File: src/rtl/neuron_pkg.sv
// Shared types and helpers for the conditioned output neuron and its learning synapse.
package neuron_pkg;

    localparam int DEF_W_WIDTH   = 12;
    localparam int DEF_ACC_WIDTH = 16;

    typedef enum logic [1:0] {
        IDLE    = 2'd0,
        INTEG   = 2'd1,
        FIRE    = 2'd2,
        REFRACT = 2'd3
    } neuron_state_t;

    // Unsigned add clamped to max_val; callers zero-extend their operands to 32 bits.
    function automatic logic [31:0] sat_add(input logic [31:0] a,
                                            input logic [31:0] b,
                                            input logic [31:0] max_val);
        logic [32:0] sum;
        sum = {1'b0, a} + {1'b0, b};
        if (sum > {1'b0, max_val}) begin
            return max_val;
        end
        return sum[31:0];
    endfunction

endpackage

File: src/rtl/hebbian_synapse.sv
// Plastic synapse: a pre spike opens a coincidence window, and a post spike inside it
// (or in the same cycle) bumps the weight once.
module hebbian_synapse
    import neuron_pkg::*;
#(
    parameter int                 W_WIDTH = DEF_W_WIDTH,
    parameter int                 WINDOW  = 104000,
    parameter logic [W_WIDTH-1:0] INIT    = '0,
    parameter logic [W_WIDTH-1:0] STEP    = W_WIDTH'(256)
) (
    input  logic               clk,
    input  logic               rst_n,
    input  logic               pre_edge,
    input  logic               post_edge,
    input  logic               learn_en,
    output logic [W_WIDTH-1:0] weight
);

    localparam int          WIN_W = $clog2(WINDOW + 1);
    localparam logic [31:0] W_MAX = 32'((1 << W_WIDTH) - 1);

    logic [WIN_W-1:0] window;
    logic             coincident;

    assign coincident = post_edge && (pre_edge || (window != '0));

    // A learning event closes the window so one bell spike yields at most one increment.
    always_ff @(posedge clk or negedge rst_n) begin
        if (!rst_n) begin
            weight <= INIT;
            window <= '0;
        end else if (coincident && learn_en) begin
            weight <= W_WIDTH'(sat_add(32'(weight), 32'(STEP), W_MAX));
            window <= '0;
        end else if (pre_edge) begin
            window <= WIN_W'(WINDOW);
        end else if (window != '0) begin
            window <= window - 1'b1;
        end
    end

endmodule

File: src/rtl/pavlov_output_neuron.sv
// Leaky integrate-and-fire neuron fed by the food (S1, fixed) and bell (S2, learned)
// detector lines; fires once at threshold and then stays refractory.
module pavlov_output_neuron
    import neuron_pkg::*;
#(
    parameter int                   W_WIDTH      = DEF_W_WIDTH,
    parameter int                   ACC_WIDTH    = DEF_ACC_WIDTH,
    parameter logic [ACC_WIDTH-1:0] THRESHOLD    = ACC_WIDTH'(4000),
    parameter int                   LEAK_PERIOD  = 1024,
    parameter int                   LEAK_SHIFT   = 4,
    parameter int                   REFRACTORY   = 10400,
    parameter int                   COINC_WINDOW = 104000,
    parameter logic [W_WIDTH-1:0]   S1_INIT      = W_WIDTH'(12'hFFF),
    parameter logic [W_WIDTH-1:0]   S2_INIT      = '0,
    parameter logic [W_WIDTH-1:0]   LEARN_STEP   = W_WIDTH'(256)
) (
    input  logic                 CLK104MHZ,
    input  logic                 CPU_RESETN,
    input  logic                 N1S1_IN,
    input  logic                 N2S2_IN,
    input  logic                 learn_en,
    output logic                 fire_out,
    output logic [ACC_WIDTH-1:0] membrane,
    output logic [W_WIDTH-1:0]   s1_weight,
    output logic [W_WIDTH-1:0]   s2_weight,
    output logic [1:0]           state
);

    localparam int          LEAK_W  = (LEAK_PERIOD > 1) ? $clog2(LEAK_PERIOD) : 1;
    localparam int          REFR_W  = (REFRACTORY > 1) ? $clog2(REFRACTORY) : 1;
    localparam logic [31:0] ACC_MAX = 32'((1 << ACC_WIDTH) - 1);

    logic                 n1_q, n2_q, e1_q, e2_q;
    logic [LEAK_W-1:0]    leak_cnt;
    logic                 leak_tick;
    logic [REFR_W-1:0]    refr_cnt;
    logic [ACC_WIDTH-1:0] contrib, leaked, integrated, membrane_nxt;
    neuron_state_t        cur_state, nxt_state;

    // Edge pulses are registered, so integration lands one cycle after the edge is sampled.
    always_ff @(posedge CLK104MHZ or negedge CPU_RESETN) begin
        if (!CPU_RESETN) begin
            n1_q <= 1'b0;
            n2_q <= 1'b0;
            e1_q <= 1'b0;
            e2_q <= 1'b0;
        end else begin
            n1_q <= N1S1_IN;
            n2_q <= N2S2_IN;
            e1_q <= N1S1_IN & ~n1_q;
            e2_q <= N2S2_IN & ~n2_q;
        end
    end

    always_ff @(posedge CLK104MHZ or negedge CPU_RESETN) begin
        if (!CPU_RESETN) begin
            s1_weight <= S1_INIT;
        end else begin
            s1_weight <= s1_weight;
        end
    end

    hebbian_synapse #(
        .W_WIDTH (W_WIDTH),
        .WINDOW  (COINC_WINDOW),
        .INIT    (S2_INIT),
        .STEP    (LEARN_STEP)
    ) u_s2_synapse (
        .clk       (CLK104MHZ),
        .rst_n     (CPU_RESETN),
        .pre_edge  (e2_q),
        .post_edge (e1_q),
        .learn_en  (learn_en),
        .weight    (s2_weight)
    );

    assign leak_tick  = (leak_cnt == LEAK_W'(LEAK_PERIOD - 1));
    assign contrib    = (e1_q ? ACC_WIDTH'(s1_weight) : '0) + (e2_q ? ACC_WIDTH'(s2_weight) : '0);
    assign leaked     = leak_tick ? (membrane - (membrane >> LEAK_SHIFT)) : membrane;
    assign integrated = ACC_WIDTH'(sat_add(32'(leaked), 32'(contrib), ACC_MAX));

    always_comb begin
        nxt_state    = cur_state;
        membrane_nxt = membrane;
        case (cur_state)
            IDLE: begin
                membrane_nxt = integrated;
                if (contrib != '0) nxt_state = INTEG;
            end
            INTEG: begin
                membrane_nxt = integrated;
                if (membrane >= THRESHOLD) nxt_state = FIRE;
                else if (membrane == '0)   nxt_state = IDLE;
            end
            FIRE: begin
                membrane_nxt = '0;
                nxt_state    = REFRACT;
            end
            REFRACT: begin
                if (refr_cnt == REFR_W'(REFRACTORY - 1)) nxt_state = IDLE;
            end
            default: nxt_state = IDLE;
        endcase
    end

    always_ff @(posedge CLK104MHZ or negedge CPU_RESETN) begin
        if (!CPU_RESETN) begin
            cur_state <= IDLE;
            membrane  <= '0;
            leak_cnt  <= '0;
            refr_cnt  <= '0;
        end else begin
            cur_state <= nxt_state;
            membrane  <= membrane_nxt;
            leak_cnt  <= leak_tick ? '0 : leak_cnt + 1'b1;
            refr_cnt  <= (cur_state == REFRACT && nxt_state == REFRACT) ? refr_cnt + 1'b1 : '0;
        end
    end

    assign state    = cur_state;
    assign fire_out = (cur_state == FIRE);

endmodule

File: config.mk
export PLATFORM = sky130hd
export DESIGN_NAME = pavlov_output_neuron
export DESIGN_NICKNAME = d
export VERILOG_FILES = /design/src/rtl/neuron_pkg.sv /design/src/rtl/hebbian_synapse.sv /design/src/rtl/pavlov_output_neuron.sv
export SDC_FILE = /design/constraint.sdc
export NUM_CORES = 1
export LEC_CHECK = 0
export ABC_AREA = 1
export BUFFER_PORTS_ARGS = -buffer_cell sky130_fd_sc_hd__buf_2
export CORE_ASPECT_RATIO = 2
export CORE_MARGIN = 1.5
export CORE_UTILIZATION = 67
export CTS_BUF_LIST = sky130_fd_sc_hd__clkbuf_8
export CTS_CLUSTER_SIZE = 8
export DETAILED_ROUTE_END_ITERATION = 7
export GPL_ROUTABILITY_DRIVEN = 0
export GPL_TIMING_DRIVEN = 0
export PLACE_DENSITY = 0.88
export SKIP_CTS_REPAIR_TIMING = 1
export SLEW_MARGIN = 20
export SYNTH_ARGS = -nofsm -noshare
export SYNTH_HDL_FRONTEND = slang
export SYNTH_SLANG_ARGS = --single-unit
File: constraint.sdc
create_clock -name CLK104MHZ -period 5.1 [get_ports CLK104MHZ]
set_input_delay 1.275 -clock CLK104MHZ [delete_from_list [all_inputs] [get_ports CLK104MHZ]]
set_output_delay 1.275 -clock CLK104MHZ [all_outputs]
set_load 0.05 [all_outputs]
==> results.json <==
{
  "drive_gt1_share_pct": 13.13,
  "portBuffers": 35,
  "grt_overflow_total": 0,
  "slew_headroom_pct": 53.60,
  "num_io_pins": 48,
  "routedWlPerCell_um": 15.36,
  "hold_ws_ps": 396.3,
  "synthesis.area_mm2": 0.005197,
  "timing.rr.end": "membrane[4]",
  "reg2reg_slack_ps": 860,
  "final_antenna_net_count": 0,
  "dpl.hpwl_um": 10510,
  "diodes": 0,
  "finalPower_mw": 3.176,
  "critPathCapture": "membrane[4]",
  "cts-buffers-inserted": 9,
  "synth_top_area_share_pct": 32.74,
  "synth_seq_cells": 68,
  "slowest_stage": "nor3_4",
  "drt_iter0_markers": 296,
  "drtPass1Iterations": 5,
  "multiInputGateArea_mm2": 0.002958,
  "startpoint_type": "flop",
  "first_global_vias": 4947,
  "use_met1_pct": 29.94,
  "crit_fanout": 10,
  "worstPathArrival_ps": 4530,
  "antenna_found_initial": 0,
  "worst_hold_path_type": "flop to flop",
  "ys_seq_area_share_pct": 32.74,
  "synth.avg_cell_area_um2": 7.279,
  "yosys_warnings": 0,
  "crit_chain": "ha_1 -> nand2_1 -> nor2_4 -> nand2_2 -> nor3_4 -> inv_4 -> clkbuf_1 -> mux2i_1 -> ha_1 -> nand2_1 -> nor3_1 -> nand3_1 -> nand4_1 -> nand4_1 -> nand2_2 -> nand2_4 -> buf_6 -> nand2_2 -> nand2_1 -> nand2_1",
  "wl_um": 13380,
  "ys_types": 43,
  "drc": 0,
  "synth_cells": 714,
  "clk_latency_ps": 360,
  "die_area_mm2": 0.008327,
  "finalCritPeriodShare_pct": 83.11,
  "cts_max_level": 3,
  "clockBufferDepth": 2,
  "nets": 817,
  "cap_violations": 0,
  "core_mm2": 0.007545,
  "crit_path_end_kind": "flop",
  "layout_common_cells": "nand2_1, inv_1, nor2_1",
  "status": "finished, final reports clean",
  "initial_core_util_pct": 68.89,
  "clk_transition_reported_paths_ps": 80,
  "path_common_cell": "nand2_1",
  "cp_slowest_stage_delay_ps": 470,
  "power_leakage_nw": 3.238,
  "synth_ff_type": "dfrtp_1",
  "r2r-start": "leak_cnt[0]",
  "synth_edf_count": 0,
  "ys_top_cells_by_area": "dfrtp_1, nand2_1, ha_1, inv_1, nor2_1",
  "die_w_um": 65.28,
  "gr-usage-met3_pct": 6.778,
  "setup_viol": 0,
  "cts_tree": "yes",
  "grtUsageMet2_pct": 63.87,
  "top_usage_layer": "met2",
  "num-fill-cells": 593,
  "num_rows": 45,
  "period_needed_ps": 4239,
  "cp_data_required_time_ps": 5400,
  "worst-setup-path-type": "flop to flop",
  "cts.sinks": 68,
  "finalSetupTns_ps": 0,
  "die_height_um": 127.6,
  "yosys.area.top_type": "dfrtp_1",
  "cts_root_buf": "clkbuf_8",
  "grt_use_total_pct": 33.87,
  "syn_to_final_growth_pct": 10.91,
  "cp-startpoint": "leak_cnt[0]",
  "maxSlewViolCount": 0,
  "reg2reg_depth": 20,
  "peakVddDrop_mv": 0.3179,
  "grt_max_degree": 58,
  "num_vias": 4869,
  "skew_ps": 10.77,
  "max_freq_ghz": 0.2359,
  "seq_area_mm2": 0.001702,
  "grt_pass1_wl_um": 21650,
  "async_flop_share_pct": 100.0,
  "layout.cells.most_common": "nand2_1",
  "vias_per_cell": 5.590,
  "worst_pin_slew_ps": 696.0,
  "power.density_mw_per_mm2": 550.9,
  "grt_setup_unrepaired": "no",
  "hold_viol_final": 0
}
==> per-layer routing <==
layer  vias to the layer above  share of wire (%)
li1                       2369                  -
met3                        65                3.9
met5                         -                  0
met1                      2287                 33
met4                         0                7.2
met2                       148                 55
==> kinds of logic (layout without fill, tap and decap cells) <==
family / count (synthesis) / in the layout / share of synthesized area, %
buf+inv: 132 / 184 / 11.15
other cells: 1 / 12 / 0.07215
flops: 68 / 68 / 32.74
mux: 5 / 5 / 0.9630
compound gates: 74 / 74 / 7.920
fa+ha+maj: 40 / 40 / 9.918
xor+xnor: 42 / 42 / 7.078
simple gates: 352 / 352 / 30.16
==> cell usage after synthesis, drive strengths merged, types with 6 or more instances <==
cell type,count
a21oi,30
dfrtp,68
nor2,82
nand2,187
o21ai,29
inv,102
ha,38
xor2,28
xnor2,14
clkbuf,6
buf,22
nor3,12
nand3,31
nor4,7
nand4,20
==> how the worst min path moves through the flow <==
stage | from | end | slack (ps) | cells past startpoint
detailed placement | n1_q | e1_q | 390 | 1
global placement | n2_q | e2_q | 380 | 1
floorplan | n1_q | e1_q | 380 | 1
CTS | n1_q | e1_q | 400 | 1
global route | n2_q | e2_q | 420 | 1
finish | n1_q | e1_q | 400 | 1
==> critical path: cells and delay by family, from the launching register on <==
kind | cells | cell delay, ps
flops | 1 | 380
buf+inv | 3 | 710
simple gates | 14 | 2250
fa+ha+maj | 2 | 610
mux | 1 | 220
==> power breakdown <==
group / internal (mW) / total, mW / switching, mW
sequential: 0.670 / 0.840 / 0.170
combinational: 0.647 / 1.88 / 1.23
clock: 0.249 / 0.458 / 0.209
==> cell type report <==
class	instances	area share [%]
multi-input cells	525	51.31
flip-flops and latches	68	29.52
inverters	104	6.816
repair buffers	36	3.560
plain buffers	28	3.234
clock buffers	11	2.626
well taps	94	2.040
clock inverters	5	0.8899
==> registers in the layout, indices dropped and copies added (netlist names) <==
| register | count |
|---|---|
| e2_q | 1 |
| e1_q | 1 |
| n2_q | 1 |
| u_s2_synapse.window | 17 |
| u_s2_synapse.weight | 5 |
| leak_cnt | 10 |
| refr_cnt | 14 |
| membrane | 16 |
| state | 2 |
| n1_q | 1 |
==> stage by stage <==
stage / std cells / util, % / cell area [µm²] / setup WS, ps
finish: 871 / 76.40 / 5764 / 861.4
global route: 871 / 76.40 / 5764 / 576.3
detailed placement: 855 / 73.71 / 5562 / 973.2
floorplan: 725 / - / 5239 / 1529
global placement: 854 / 73.32 / 5532 / 1068
CTS: 871 / 76.40 / 5764 / 942.1
(Power assumes the default switching activity.)
